`config.mk`:
```
export PLATFORM = sky130hd
export DESIGN_NAME = msc_note_sequencer
export DESIGN_NICKNAME = d
export VERILOG_FILES = /design/src/rtl/msc_note_sequencer.sv
export SDC_FILE = /design/constraint.sdc
export NUM_CORES = 1
export LEC_CHECK = 0
export ABC_CLOCK_PERIOD_IN_PS = 3230
export BUFFER_PORTS_ARGS = -buffer_cell sky130_fd_sc_hd__buf_2
export CAP_MARGIN = 40
export CORE_MARGIN = 2
export CORE_UTILIZATION = 35
export CTS_CLUSTER_SIZE = 30
export DETAILED_ROUTE_END_ITERATION = 6
export GPL_ROUTABILITY_DRIVEN = 0
export GPL_TIMING_DRIVEN = 0
export PLACE_DENSITY = 0.59
export SYNTH_ARGS = -nofsm -noshare
export SYNTH_HDL_FRONTEND = slang
export SYNTH_SLANG_ARGS = --single-unit
```
`constraint.sdc`:
```
create_clock -name C4m -period 3.23 [get_ports C4m]
set_input_delay 0 -clock C4m [delete_from_list [all_inputs] [get_ports C4m]]
set_output_delay 0 -clock C4m [all_outputs]
set_load 0.05 [all_outputs]
```
`src/rtl/msc_note_sequencer.sv`:
```
// Score ROM note sequencer driving the tone generator; MSC_LOOP_EN makes END restart the score instead of finishing.
// Tone starts 3 edges after play is sampled, and there is no backpressure: stop aborts to IDLE on the next edge.
module msc_note_sequencer #(
    parameter int ADDR_W   = 6,
    parameter int BEAT_DIV = 1000000,
    parameter int GAP_CYC  = 40000
) (
    input  logic              C4m,
    input  logic              Re,
    input  logic              play,
    input  logic              stop,
    output logic [ADDR_W-1:0] rom_addr,
    input  logic [7:0]        rom_data,
    output logic              tone_en,
    output logic [13:0]       tone_div,
    output logic              note_strobe,
    output logic              busy,
    output logic              done
);

    typedef enum logic [2:0] {
        S_IDLE,
        S_FETCH,
        S_WAIT,
        S_PLAY,
        S_GAP,
        S_DONE
    } state_t;

    localparam int PW = (BEAT_DIV > 1) ? $clog2(BEAT_DIV) : 1;
    localparam int GW = (GAP_CYC > 1) ? $clog2(GAP_CYC) : 1;
    localparam logic [PW-1:0] PRESC_LAST = PW'(BEAT_DIV - 1);
    localparam logic [GW-1:0] GAP_LAST   = GW'((GAP_CYC > 0) ? GAP_CYC - 1 : 0);

    state_t              state_q, state_d;
    logic [ADDR_W-1:0]   addr_q, addr_d;
    logic                tone_en_q, tone_en_d;
    logic [13:0]         div_q, div_d;
    logic                strobe_q, strobe_d;
    logic                busy_q, busy_d;
    logic                done_q, done_d;
    logic [PW-1:0]       presc_q, presc_d;
    logic [2:0]          beat_q, beat_d;
    logic [2:0]          len_q, len_d;
    logic [GW-1:0]       gap_q, gap_d;
    logic [4:0]          code;

    assign code = rom_data[7:3];

    // Equal-tempered half-periods from C4 upward, in 4 MHz cycles.
    function automatic logic [13:0] note_div(input logic [4:0] c);
        case (c)
            5'd1:    note_div = 14'd7645;
            5'd2:    note_div = 14'd7215;
            5'd3:    note_div = 14'd6810;
            5'd4:    note_div = 14'd6428;
            5'd5:    note_div = 14'd6067;
            5'd6:    note_div = 14'd5727;
            5'd7:    note_div = 14'd5405;
            5'd8:    note_div = 14'd5102;
            5'd9:    note_div = 14'd4816;
            5'd10:   note_div = 14'd4545;
            5'd11:   note_div = 14'd4290;
            5'd12:   note_div = 14'd4050;
            5'd13:   note_div = 14'd3822;
            5'd14:   note_div = 14'd3608;
            5'd15:   note_div = 14'd3405;
            5'd16:   note_div = 14'd3214;
            5'd17:   note_div = 14'd3034;
            5'd18:   note_div = 14'd2863;
            5'd19:   note_div = 14'd2703;
            5'd20:   note_div = 14'd2551;
            5'd21:   note_div = 14'd2408;
            5'd22:   note_div = 14'd2273;
            5'd23:   note_div = 14'd2145;
            5'd24:   note_div = 14'd2025;
            5'd25:   note_div = 14'd1911;
            5'd26:   note_div = 14'd1804;
            5'd27:   note_div = 14'd1703;
            5'd28:   note_div = 14'd1607;
            5'd29:   note_div = 14'd1517;
            5'd30:   note_div = 14'd1432;
            default: note_div = 14'd0;
        endcase
    endfunction

    always_comb begin
        state_d   = state_q;
        addr_d    = addr_q;
        tone_en_d = tone_en_q;
        div_d     = div_q;
        strobe_d  = 1'b0;
        done_d    = 1'b0;
        presc_d   = presc_q;
        beat_d    = beat_q;
        len_d     = len_q;
        gap_d     = gap_q;

        if (stop && state_q != S_IDLE) begin
            state_d   = S_IDLE;
            addr_d    = '0;
            tone_en_d = 1'b0;
            presc_d   = '0;
            beat_d    = '0;
            gap_d     = '0;
        end else begin
            case (state_q)
                S_IDLE: begin
                    addr_d = '0;
                    if (play && !stop) state_d = S_FETCH;
                end
                S_FETCH: state_d = S_WAIT;
                S_WAIT: begin
                    if (code == 5'd31) begin
                        done_d = 1'b1;
`ifdef MSC_LOOP_EN
                        addr_d  = '0;
                        state_d = S_FETCH;
`else
                        state_d = S_DONE;
`endif
                    end else begin
                        state_d   = S_PLAY;
                        strobe_d  = 1'b1;
                        tone_en_d = (code != 5'd0);
                        if (code != 5'd0) div_d = note_div(code);
                        len_d     = rom_data[2:0];
                        presc_d   = '0;
                        beat_d    = '0;
                    end
                end
                S_PLAY: begin
                    if (presc_q == PRESC_LAST) begin
                        presc_d = '0;
                        if (beat_q == len_q) begin
                            tone_en_d = 1'b0;
                            beat_d    = '0;
                            if (GAP_CYC == 0) begin
                                addr_d  = addr_q + ADDR_W'(1);
                                state_d = S_FETCH;
                            end else begin
                                gap_d   = '0;
                                state_d = S_GAP;
                            end
                        end else begin
                            beat_d = beat_q + 3'd1;
                        end
                    end else begin
                        presc_d = presc_q + PW'(1);
                    end
                end
                S_GAP: begin
                    if (gap_q == GAP_LAST) begin
                        gap_d   = '0;
                        addr_d  = addr_q + ADDR_W'(1);
                        state_d = S_FETCH;
                    end else begin
                        gap_d = gap_q + GW'(1);
                    end
                end
                S_DONE: begin
                    addr_d  = '0;
                    state_d = S_IDLE;
                end
                default: begin
                    addr_d    = '0;
                    tone_en_d = 1'b0;
                    state_d   = S_IDLE;
                end
            endcase
        end

        busy_d = (state_d != S_IDLE);
    end

    always_ff @(posedge C4m or negedge Re) begin
        if (!Re) begin
            state_q   <= S_IDLE;
            addr_q    <= '0;
            tone_en_q <= 1'b0;
            div_q     <= '0;
            strobe_q  <= 1'b0;
            busy_q    <= 1'b0;
            done_q    <= 1'b0;
            presc_q   <= '0;
            beat_q    <= '0;
            len_q     <= '0;
            gap_q     <= '0;
        end else begin
            state_q   <= state_d;
            addr_q    <= addr_d;
            tone_en_q <= tone_en_d;
            div_q     <= div_d;
            strobe_q  <= strobe_d;
            busy_q    <= busy_d;
            done_q    <= done_d;
            presc_q   <= presc_d;
            beat_q    <= beat_d;
            len_q     <= len_d;
            gap_q     <= gap_d;
        end
    end

    assign rom_addr    = addr_q;
    assign tone_en     = tone_en_q;
    assign tone_div    = div_q;
    assign note_strobe = strobe_q;
    assign busy        = busy_q;
    assign done        = done_q;

endmodule
```
# Yosys cells after proc, flatten, opt, wreduce, memory -nomap -nowiden
# Memory sizes are Yosys's and may differ from the RTL's. A register that Yosys moved wholly into a read port is not among the register bits.
# Cells that the tools add are included.
dict set report word_totals {
  register_bits 69
  rom_bits 416
  out_inout_bits 24
  elab_cells 87
  n_memories 1
}
dict set report op_classes {
  n_addsub 4
  eq_ne 15
  n_mux 35
  bitwise_logic 2
  reduce_logical 19
}
# memory depth word_bits rd rd_clocked_by_memory_dff write_ports line
set mem_list {}
lappend mem_list {{(no name shown)} 32 13 1 1 0 52} ;# case (c)
# operator count
set ops {}
lappend ops {{2-to-1 mux 16 bit} 4}
lappend ops {{2-to-1 mux 20 bit} 3}
lappend ops {{case mux 20 bit (2 select lines)} 1}
lappend ops {{case mux 16 bit (2 select lines)} 1}
lappend ops {{2-to-1 mux 3 bit} 10}
lappend ops {{adder 20 x 1 -> 20 bit, second input constant} 1}
lappend ops {{== test 20 bit, second input constant} 1}
lappend ops {{adder 16 x 1 -> 16 bit, second input constant} 1}
lappend ops {{== test 16 bit, second input constant} 1}
lappend ops {{case mux 3 bit (5 select lines)} 1}
lappend ops {{2-to-1 mux 6 bit} 2}
lappend ops {{inequality test 3 bit, second input constant} 4}
lappend ops {{case mux 6 bit (2 select lines)} 1}
lappend ops {{nonzero test 3 bit} 4}
lappend ops {{2-to-1 mux 1 bit} 10}
lappend ops {{AND reduction 3 bit} 3}
lappend ops {{AND reduction 4 bit} 2}
lappend ops {{adder 6 x 1 -> 6 bit, second input constant} 1}
lappend ops {{== test 3 x 2 -> 1 bit, second input constant} 2}
lappend ops {{== test 3 bit, second input constant} 2}
lappend ops {{case mux 3 bit (2 select lines)} 1}
lappend ops {{== test 5 bit, second input constant} 1}
lappend ops {{nonzero test 5 bit} 1}
lappend ops {{inequality test 2 x 1 -> 1 bit, second input constant} 2}
lappend ops {{other kinds (11)} 15}

# Longest topological paths before layout
dict set report logic_depth {
  depth_word 6
  depth_mapped 10
  ltp_nobuf 7
}

# Worst setup path after synthesis
# Ideal clock, no wire load.
dict set report synth_path {
  kind {flip-flop to flip-flop}
  from {reg presc_q[0]}
  to {reg gap_q[10]}
  setup_time_ns 0.126
  t_arrival_ns 2.280
  slack_ns 0.824
  stages_incl_launch_ff 9
  period_less_slack_ns 2.406
  cell_sequence {dfrtp_1 ha_1 nand2_1 or2_2 or4_4 buf_6 o21a_4 buf_6 a221o_1}
}
dict set report synth_between {
  elab_chain_len 3
}
# element line
set synth_lines {}
lappend synth_lines {{from (decl)} 42} ;# logic [PW-1:0] presc_q, presc_d;
lappend synth_lines {{from (signal assigned)} 197} ;# presc_q <= presc_d;
lappend synth_lines {{== test 20 bit} 133} ;# if (presc_q == PRESC_LAST) begin
lappend synth_lines {{inequality test 3 bit (no line)} n/a}
lappend synth_lines {{AND reduction 3 bit (no line)} n/a}
lappend synth_lines {{to (signal assigned)} 200} ;# gap_q <= gap_d;
lappend synth_lines {{to (decl)} 45} ;# logic [GW-1:0] gap_q, gap_d;
# Every way passes these cells.
# A chain may end at the register's enable or synchronous reset.

# Final worst setup path
dict set report layout_path {
  from {reg state_q[2]}
  to {reg div_q[5] (netlist: tone_div[5])}
}
dict set report layout_between {
  elab_chain_len 4
}
# element line
set layout_lines {}
lappend layout_lines {{from (decl)} 35} ;# state_t state_q, state_d;
lappend layout_lines {{from (signal assigned)} 190} ;# state_q <= state_d;
lappend layout_lines {{nonzero test 3 bit} 99} ;# if (stop && state_q != S_IDLE) begin
lappend layout_lines {{logical AND 1 bit} 99}
lappend layout_lines {{inverter 1 bit (no line)} n/a}
lappend layout_lines {{AND reduction 4 bit (no line) (*)} n/a}
lappend layout_lines {{to (decl)} 38} ;# logic [13:0] div_q, div_d;
# Mark *: on every way between the ends. The rest lies on a longest branch, timed or not.

==> run metrics <==
CTS clk-pin slew, worst paths 60 ps; Yosys Warn Count 0; Seq cells post-synth 68; Critical Path AT 2950 ps; vias in the first global route 3,641; clock sink count 68; main flop type after synthesis dfrtp_1; reg2reg end tone_div[5]; Hold Crit Class in2async; Max Fanout on Critical Path 10; hold slack 63.1 ps; Worst path slowest cell buf_1; minimum clock period 2690 ps; crit-path cells clkbuf_1 > nor4b_1 > nand2_1 > a21oi_1 > buf_1 > buf_1 > nor2_1 > a21oi_1; # IOs 36; dpl hpwl 7350 µm; f_max 372 MHz; RSZ-0062 raised after global routing false; first-pass GRT wire length 17,400 µm; drt first-iter violations 262; sequential area share after synthesis 0.405; Final Skew 10.7 ps; IO buf count 31; TritonRoute pass-1 iters 5; Area Growth Syn to Fin 17.4%; worst endpoint required time 3490 ps; antenna diode count 0; ANT nets after route 0; CTS-repair resized insts 0; R2R setup slack 540 ps; Worst VDD drop 0.258 mV; clk root buf clkbuf_16; chip width 114 µm; CTS tree built; CP Class reg2reg; initial antenna violation count 0; asr flop ratio synth 1.00; Clock Tree Buf Depth 2; vias per cell 5.68; clk_lat worst skew 340 ps; Row Count 40; Power Total 2.84 mW; nets 545; die area 12,900 µm²; CP Buf/Inv Count 3; number of flops mapped to enable cells by yosys 0; syn_nets 498; Routed wire per std cell 15.5 µm; setup TNS 0 ps; status complete, no violations; Pins Over Slew Limit 0; reg2reg start state_q[2]; CP peak stage delay 490 ps; Residual DRC 0; Starting Density 0.354; Slew @ Worst Pin 914 ps; largest net degree at the start of global routing 53; PwrDens 575 nW/µm²; relative slew slack 0.385; crit end category flip-flop; crit start category flip-flop; Synth cell types 62; via count 3,826; core box area 11,900 µm²; total track usage 0.168; leakage power 2.15 nW; Num CTS Buffers 9; die span in y 114 µm; Fin. Hold Viols 0; endpoints failing setup 0; synthesized area 4200 µm²; Final period util 0.833; DRT Wirelength 10,400 µm; total congestion overflow 0; H-Tree Depth 3; mean post-synth cell area 8.85 µm²; Syn Inst Count 475; # Max-Cap Violations 0; FF-to-FF path depth 8; family with the most delay on the worst path buffers and inverters; share of cells above drive strength 1 0.144
[cells by family (layout without fill, tap and decap cells)]
group           Yosys count  in the layout  synth area share
compound gates          124            124             0.204
xor+xnor                 10             10            0.0208
fa+ha+maj                11             11            0.0327
buf+inv                  44             96            0.0438
flops                    68             68             0.405
mux                      21             21            0.0586
other cells               1              1          0.000892
simple gates            196            196             0.235
[registers in the layout, indices dropped and copies added (netlist names)]
name	count
beat_q	3
rom_addr	6
state_q	3
gap_q	16
tone_en	1
busy	1
tone_div	13
note_strobe	1
len_q	3
presc_q	20
done	1
[cell usage in the layout, fill, tap and decap left out, types with 5 or more instances in the layout]
master,instances
a221o_1,10
nor3_1,17
o21ai_0,20
buf_1,5
nor2b_1,9
clkbuf_1,19
dfrtp_1,68
o211ai_1,8
nor4_1,7
ha_1,11
nand3_1,26
nor2_1,40
a31oi_1,14
inv_1,17
nand4_1,10
mux2i_1,10
and3_1,12
mux2_2,9
xor2_1,8
a211oi_1,7
a21oi_1,29
clkbuf_16,9
buf_2,30
nand2_1,49
[worst max-delay path by stage]
| stage | from | endpoint | cells after the start |
|---|---|---|---|
| 2_1_floorplan | presc_q[0] | gap_q[10] | 8 |
| 3_3_place_gp | state_q[2] | tone_div[9] | 7 |
| 3_5_place_dp | state_q[2] | tone_div[4] | 8 |
| 4_1_cts | state_q[2] | tone_div[5] | 8 |
| 5_1_grt | state_q[2] | tone_div[5] | 8 |
| 6_report | state_q[2] | tone_div[5] | 8 |
[cells in the mapped netlist, types with 7 or more instances]
| cell type | instances | area, µm² |
|---|---|---|
| o21ai_0 | 20 | 100 |
| o211ai_1 | 8 | 60.1 |
| and3_1 | 12 | 75.1 |
| nand2_1 | 49 | 184 |
| nand3_1 | 26 | 130 |
| a21oi_1 | 29 | 145 |
| mux2i_1 | 10 | 100 |
| xor2_1 | 8 | 70.1 |
| mux2_2 | 9 | 101 |
| nand4_1 | 10 | 62.6 |
| a221o_1 | 10 | 100 |
| nor4_1 | 7 | 43.8 |
| inv_1 | 17 | 63.8 |
| a31oi_1 | 14 | 87.6 |
| nor3_1 | 17 | 85.1 |
| nor2b_1 | 9 | 56.3 |
| dfrtp_1 | 68 | 1700 |
| nor2_1 | 40 | 150 |
| clkbuf_1 | 19 | 71.3 |
| ha_1 | 11 | 138 |
| a211oi_1 | 7 | 52.6 |
[layout make-up]
class,count,area [µm²]
Buffer,27,120
Clock buffer,9,225
Clock inverter,7,98.8
Fill cell,1169,6920
Inverter,17,63.8
Multi-Input combinational cell,363,2320
Sequential cell,68,1700
Tap cell,147,184
Timing Repair Buffer,36,225
[metal layers]
metal / vias to the layer above / global-route usage / share of wire
li1: 1864 / - / -
met1: 1862 / 0.231 / 0.49
met2: 87 / 0.258 / 0.45
met3: 13 / 0.0388 / 0.047
met4: 0 / 0.0667 / 0.016
met5: - / 0 / 0
[worst register-to-register path, cell delays in order (launching register included)]
cell and delay, ps:
dfrtp_1 370, clkbuf_1 210, nor4b_1 450, nand2_1 260, a21oi_1 220, buf_1 490, buf_1 370, nor2_1 80
a21oi_1 140
[power breakdown]
group          switching (mW)  internal, mW  total, mW
sequential             0.0603         0.956       1.02
combinational           0.543         0.211      0.753
clock                   0.392         0.679       1.07
[through the flow]
step,cell area (µm²),util,setup WS [ps],cells
final,4940,0.416,540,674
after global routing,4940,0.416,222,674
after CTS,4940,0.416,505,674
after detailed placement,4570,0.386,559,654
after global placement,4540,0.383,593,653
after floorplan,4200,-,824,475
[repair_timing]
action / CTS / global route
hold buffers: 4 / 0
buffers inserted: 0 / 0
endpoints found under the hold margin: 71 / 0
(Power assumes the default switching activity.)
